<file path="config.mk">
export PLATFORM = sky130hd
export DESIGN_NAME = led_stretch
export DESIGN_NICKNAME = d
export VERILOG_FILES = /design/src/rtl/stretch_pkg.sv /design/src/rtl/stretch_channel.sv /design/src/rtl/led_stretch.sv
export SDC_FILE = /design/constraint.sdc
export NUM_CORES = 1
export LEC_CHECK = 0
export CAP_MARGIN = 0
export CORE_MARGIN = 2
export CORE_UTILIZATION = 40
export CTS_CLUSTER_DIAMETER = 30
export CTS_CLUSTER_SIZE = 24
export DETAILED_ROUTE_END_ITERATION = 8
export GPL_ROUTABILITY_DRIVEN = 0
export GPL_TIMING_DRIVEN = 0
export PLACE_DENSITY_LB_ADDON = 0.3
export SYNTH_ARGS = -nofsm -noshare
export SYNTH_HDL_FRONTEND = slang
export SYNTH_SLANG_ARGS = --single-unit
</file>
<file path="constraint.sdc">
create_clock -name clk -period 2.81 [get_ports clk]
set_input_delay 0.4215 -clock clk [delete_from_list [all_inputs] [get_ports clk]]
set_output_delay 0.4215 -clock clk [all_outputs]
set_load 0.01 [all_outputs]
</file>
<file path="src/rtl/stretch_pkg.sv">
// stretch_pkg: shared types and constants for the LED pulse stretcher.
// State encoding, counter width and pend-width helper.
package stretch_pkg;

    typedef enum logic [1:0] {
        ST_IDLE = 2'd0,
        ST_HOLD = 2'd1,
        ST_GAP  = 2'd2
    } state_t;

    localparam int CNT_W = 16;

    function automatic int pend_width(input int pmax);
        return (pmax < 1) ? 1 : $clog2(pmax + 1);
    endfunction

endpackage

</file>
<file path="src/rtl/stretch_channel.sv">
// stretch_channel: one stretcher FSM (IDLE/HOLD/GAP) with cnt and pend.
// Ports: clk, rst (async, high), trig, led, busy, drop (all outputs registered).
// Queueing of triggers is compiled in when STRETCH_QUEUE_EN is defined.
module stretch_channel
    import stretch_pkg::*;
#(
    parameter logic [CNT_W-1:0] HOLD_CNT = 16'd50000,
    parameter logic [CNT_W-1:0] GAP_CNT  = 16'd25000
`ifdef STRETCH_QUEUE_EN
    ,
    parameter int PEND_MAX = 3
`endif
) (
    input  logic clk,
    input  logic rst,
    input  logic trig,
    output logic led,
    output logic busy,
    output logic drop
);

    state_t           state_q;
    state_t           state_d;
    logic [CNT_W-1:0] cnt_q;
    logic [CNT_W-1:0] cnt_d;
    logic             hold_end;
    logic             gap_end;
    logic             late_trig;
    logic             drop_d;
    logic             busy_d;

`ifdef STRETCH_QUEUE_EN
    localparam int PW = pend_width(PEND_MAX);
    localparam logic [PW-1:0] PEND_LIM = PW'(PEND_MAX);

    logic [PW-1:0] pend_q;
    logic [PW-1:0] pend_d;
`endif

    assign hold_end = (cnt_q == HOLD_CNT - 1'b1);
    assign gap_end  = (cnt_q == GAP_CNT - 1'b1);

    always_comb begin
        state_d   = state_q;
        cnt_d     = cnt_q;
        late_trig = 1'b0;
        drop_d    = 1'b0;
`ifdef STRETCH_QUEUE_EN
        pend_d    = pend_q;
`endif

        unique case (1'b1)
            (state_q == ST_HOLD): begin
                late_trig = trig;
                if (hold_end) begin
                    state_d = ST_GAP;
                    cnt_d   = '0;
                end else begin
                    cnt_d = cnt_q + 1'b1;
                end
            end
            (state_q == ST_GAP): begin
                if (gap_end) begin
                    cnt_d = '0;
`ifdef STRETCH_QUEUE_EN
                    // A trigger on this cycle refills the slot being
                    // consumed, so pend only drops without one.
                    if (pend_q != '0) begin
                        state_d = ST_HOLD;
                        if (!trig) begin
                            pend_d = pend_q - 1'b1;
                        end
                    end else
`endif
                    if (trig) begin
                        state_d = ST_HOLD;
                    end else begin
                        state_d = ST_IDLE;
                    end
                end else begin
                    cnt_d     = cnt_q + 1'b1;
                    late_trig = trig;
                end
            end
            default: begin
                cnt_d   = '0;
                state_d = trig ? ST_HOLD : ST_IDLE;
            end
        endcase

        if (late_trig) begin
`ifdef STRETCH_QUEUE_EN
            if (pend_q < PEND_LIM) begin
                pend_d = pend_q + 1'b1;
            end else begin
                drop_d = 1'b1;
            end
`else
            drop_d = 1'b1;
`endif
        end
    end

`ifdef STRETCH_QUEUE_EN
    assign busy_d = (state_d != ST_IDLE) || (pend_d != '0);
`else
    assign busy_d = (state_d != ST_IDLE);
`endif

    // Outputs are registered from next-state so they line up with state_q.
    always_ff @(posedge clk or posedge rst) begin
        if (rst) begin
            state_q <= ST_IDLE;
            cnt_q   <= '0;
            led     <= 1'b0;
            busy    <= 1'b0;
            drop    <= 1'b0;
        end else begin
            state_q <= state_d;
            cnt_q   <= cnt_d;
            led     <= (state_d == ST_HOLD);
            busy    <= busy_d;
            drop    <= drop_d;
        end
    end

`ifdef STRETCH_QUEUE_EN
    always_ff @(posedge clk or posedge rst) begin
        if (rst) begin
            pend_q <= '0;
        end else begin
            pend_q <= pend_d;
        end
    end
`endif

endmodule

</file>
<file path="src/rtl/led_stretch.sv">
// led_stretch: multi-channel LED pulse stretcher (min on-time + off-gap).
// Ports: clk, rst (async, high), trig_in[NUM_CH], led_out, busy, drop_pulse.
// Macro STRETCH_QUEUE_EN enables per-channel trigger queueing (PEND_MAX).
module led_stretch
    import stretch_pkg::*;
#(
    parameter int               NUM_CH   = 4,
    parameter logic [CNT_W-1:0] HOLD_CNT = 16'd50000,
    parameter logic [CNT_W-1:0] GAP_CNT  = 16'd25000,
    parameter int               PEND_MAX = 3
) (
    input  logic              clk,
    input  logic              rst,
    input  logic [NUM_CH-1:0] trig_in,
    output logic [NUM_CH-1:0] led_out,
    output logic [NUM_CH-1:0] busy,
    output logic [NUM_CH-1:0] drop_pulse
);

    if (HOLD_CNT == '0 || GAP_CNT == '0 || PEND_MAX < 1) begin : g_bad_cfg
        $error("led_stretch: HOLD_CNT, GAP_CNT and PEND_MAX must be >= 1");
    end

    for (genvar i = 0; i < NUM_CH; i++) begin : g_ch
        stretch_channel #(
            .HOLD_CNT (HOLD_CNT),
            .GAP_CNT  (GAP_CNT)
`ifdef STRETCH_QUEUE_EN
            ,
            .PEND_MAX (PEND_MAX)
`endif
        ) u_ch (
            .clk  (clk),
            .rst  (rst),
            .trig (trig_in[i]),
            .led  (led_out[i]),
            .busy (busy[i]),
            .drop (drop_pulse[i])
        );
    end

endmodule

</file>
==> impl_metrics.csv <==
group,metric,value,unit
cells_and_area,final_nets,499,
timing,fin_crit_sh,71.5,%
floorplanning,die_width,109,um
critical_path,cp-start-kind,"flip-flop",
clocking,cts_made_buffers,9,
clocking,cts_setup_buffers,0,
timing,tightest_slew,0.657,ns
synthesis,syn-num-nets,470,
clocking,clock_latency,0.35,ns
timing,hold_violations,0,
critical_path,crit_slowest_cell,"dfrtp_1",
synthesis,synth_seq_cells,84,
synthesis,async_reset_ff_share,100,%
synthesis,yosysSeqAreaShare,47.6,%
global_routing,grt_busiest_layer,"met2",
placement,hpwl,5590,um
power_and_ir_drop,p_leak,2.16,nW
cells_and_area,mostFrequentLayoutCell,"dfrtp_1",
timing,fin_skew,0.00569,ns
run_status,outcome,"finished, final reports clean",
clocking,cts-resized-gates,0,
global_routing,grt_pass1_wl,14200,um
timing,slew_headroom,55.8,%
floorplanning,die_area,11900,sq um
route,drc,0,
clocking,clk_path_buf_depth,2,
route,antenna_left,0,
global_routing,track_usage,14.9,%
clocking,clockRootBuffer,"clkbuf_8",
critical_path,end_kind,"flip-flop",
floorplanning,rows,38,
cells_and_area,finalInstanceArea,5020,sq um
route,dr.pass1.iters,4,
timing,min_period,2.01,ns
route,wire_per_inst,12.6,um
power_and_ir_drop,p_total,2.33,mW
synthesis,netlist_area,4410,sq um
cells_and_area,seq_area,2100,sq um
synthesis,netlist_instances,452,
global_routing,antenna_found_initial,0,
synthesis,synth_flop_cell,"dfrtp_1",
critical_path,path_class,"flip-flop to flip-flop",
clocking,path_clk_slew,0.08,ns
hold_path,min_path_type,"input pin to async pin",
timing,finalMaxSlewViolations,0,
floorplanning,core_area,10800,sq um
global_routing,grt_start_max_net_pins,67,
placement,place_area,4790,sq um
critical_path,arrival,2.24,ns
route,drt_wl_total,7890,um
critical_path,required,3.04,ns
cells_and_area,syn_to_final_growth,13.8,%
global_routing,grt-ovfl-total,0,
floorplanning,initial_utilization,40.9,%
timing,setup_viol,0,
job,maxCapViolCount,0,
cells_and_area,final_layout_size_suffix_gt1_share,9.26,%
synthesis,ys_warn_count,0,
global_routing,grtUsageMet1,20.1,%
cells_and_area,nFillCells,1035,
clocking,h-tree-depth,3,
global_routing,grt_pass1_vias,3099,
timing,holdWs,0.360,ns
placement,portBuffers,17,
clocking,holdBufCountCts,0,
power_and_ir_drop,power_density,464,nW/um^2
power_and_ir_drop,ir_worst_vdd,0.000188,V
clocking,tritoncts,"done",
cells_and_area,antenna_cells,0,
route,drt-initial-drc-count,193,
floorplanning,pin_count,18,
cells_and_area,final_cell_mix,"84 x dfrtp_1, 82 x nor2_1, 33 x nand2_1",
critical_path,crit_fanout,10,
clocking,clock_sinks,84,
synthesis,ys_types,48,
timing,rsz0062_at_grt,"no",
global_routing,met3_usage,3.47,%
global_routing,grt_use_met2,23.4,%
critical_path,path_cells,"ha_1, nand4b_1, nand2b_1, o21ai_1, a21o_1, buf_2, nor2_1",
timing,fmaxAchievable,498,MHz
cells_and_area,multi_input_area,2070,sq um
route,vias,3147,
floorplanning,fp.dieH,109,um
route,avgViaCountPerCell,5.03,
synthesis,syn_avg_cell_area,9.76,sq um
synthesis,synth_edf_count,0,
critical_path,slowest_delay,0.42,ns
==> synthesized netlist by cell type (3+ instances only) <==
| cell type | count | area share (%) |
|---|---|---|
| nand2_1 | 33 | 2.8 |
| nand3_1 | 29 | 3.3 |
| dfrtp_1 | 84 | 48 |
| nand2b_1 | 5 | 0.71 |
| nor3b_1 | 6 | 1.0 |
| a21oi_1 | 8 | 0.91 |
| buf_4 | 14 | 2.4 |
| xnor2_1 | 26 | 5.2 |
| and3_1 | 8 | 1.1 |
| ha_1 | 12 | 3.4 |
| a21o_1 | 3 | 0.51 |
| and4b_1 | 4 | 0.91 |
| buf_6 | 4 | 1.0 |
| nor3_1 | 11 | 1.2 |
| xor2_1 | 30 | 6.0 |
| nor2_1 | 82 | 7.0 |
| nand4_1 | 15 | 2.1 |
| and4_1 | 5 | 0.99 |
| inv_1 | 20 | 1.7 |
| o21ai_0 | 6 | 0.68 |
| o21bai_1 | 3 | 0.51 |
| or3_1 | 3 | 0.43 |
| nor4bb_1 | 7 | 1.6 |
| or2_1 | 3 | 0.43 |
==> stage by stage <==
| step | TNS [ns] | setup WS, ns | cells | utilization (%) |
|---|---|---|---|---|
| 3_5_place_dp | 0 | 0.784 | 610 | 44.4 |
| 4_1_cts | 0 | 0.770 | 626 | 46.5 |
| 2_1_floorplan | 0 | 0.223 | 452 | - |
| 3_3_place_gp | -92.48 | -1.11 | 609 | 44.1 |
| 5_1_grt | 0 | 0.567 | 626 | 46.5 |
| 6_report | 0 | 0.801 | 626 | 46.5 |
==> sequential cells by signal (all words and copies together), names as in the netlist <==
name	count
g_ch.u_ch.cnt_q	64
g_ch.u_ch.drop	4
g_ch.u_ch.led	4
g_ch.u_ch.state_q	8
g_ch.u_ch.busy	4
==> critical path: cells and delay by family, from the launching register on <==
family	cells	cell delay [ns]
flip-flops	1	0.42
AND/OR/NAND/NOR	3	0.43
AO/OA/AOI/OAI	2	0.51
buffers and inverters	1	0.27
adder cells (fa/ha/maj)	1	0.27
==> final cells by class <==
type	count	share of cell area, %
multi-input combinational	328	41.3
sequential	84	41.9
timing repair buffer	18	3.94
clock inverter	5	1.99
buffer	20	3.19
tap	140	3.49
inverter	20	1.55
clock buffer	11	2.62
==> layer usage <==
layer	part of all wire (%)	vias to the layer above
met3	2.6	9
met2	48	29
met5	0	-
met4	1.1	0
li1	-	1584
met1	48	1525
==> path summary, 6_finish.rpt <==
| check | startpoint | endpoint | slack [ns] | cells after the start |
|---|---|---|---|---|
| max | g_ch[2].u_ch.cnt_q[0] | g_ch[2].u_ch.cnt_q[9] | 0.80 | 7 |
| min | rst | g_ch[2].u_ch.cnt_q[10] | 0.36 | 2 |
| max reg2reg | g_ch[2].u_ch.cnt_q[0] | g_ch[2].u_ch.cnt_q[9] | 0.80 | 7 |
| min reg2reg | g_ch[1].u_ch.cnt_q[0] | g_ch[1].u_ch.cnt_q[0] | 0.45 | 1 |
| max in group asynchronous | rst | g_ch[1].u_ch.cnt_q[9] | 1.86 | 3 |
| min in group clk | g_ch[1].u_ch.cnt_q[0] | g_ch[1].u_ch.cnt_q[0] | 0.45 | 1 |
==> logic make-up after synthesis <==
kind of cell               share of synthesized area, %
DFF                                                47.6
buffers and inverters                              5.33
xor gates and xnor gates                           11.1
AOI/OAI and AO/OA                                  5.42
and+or+nand+nor                                    27.1
adders and majority gates                          3.40
==> report_power, final <==
group          switching, mW  internal, mW
sequential           0.00381          1.22
combinational         0.0506        0.0452
clock                  0.425         0.589
Power figures use the tool's default switching activity.
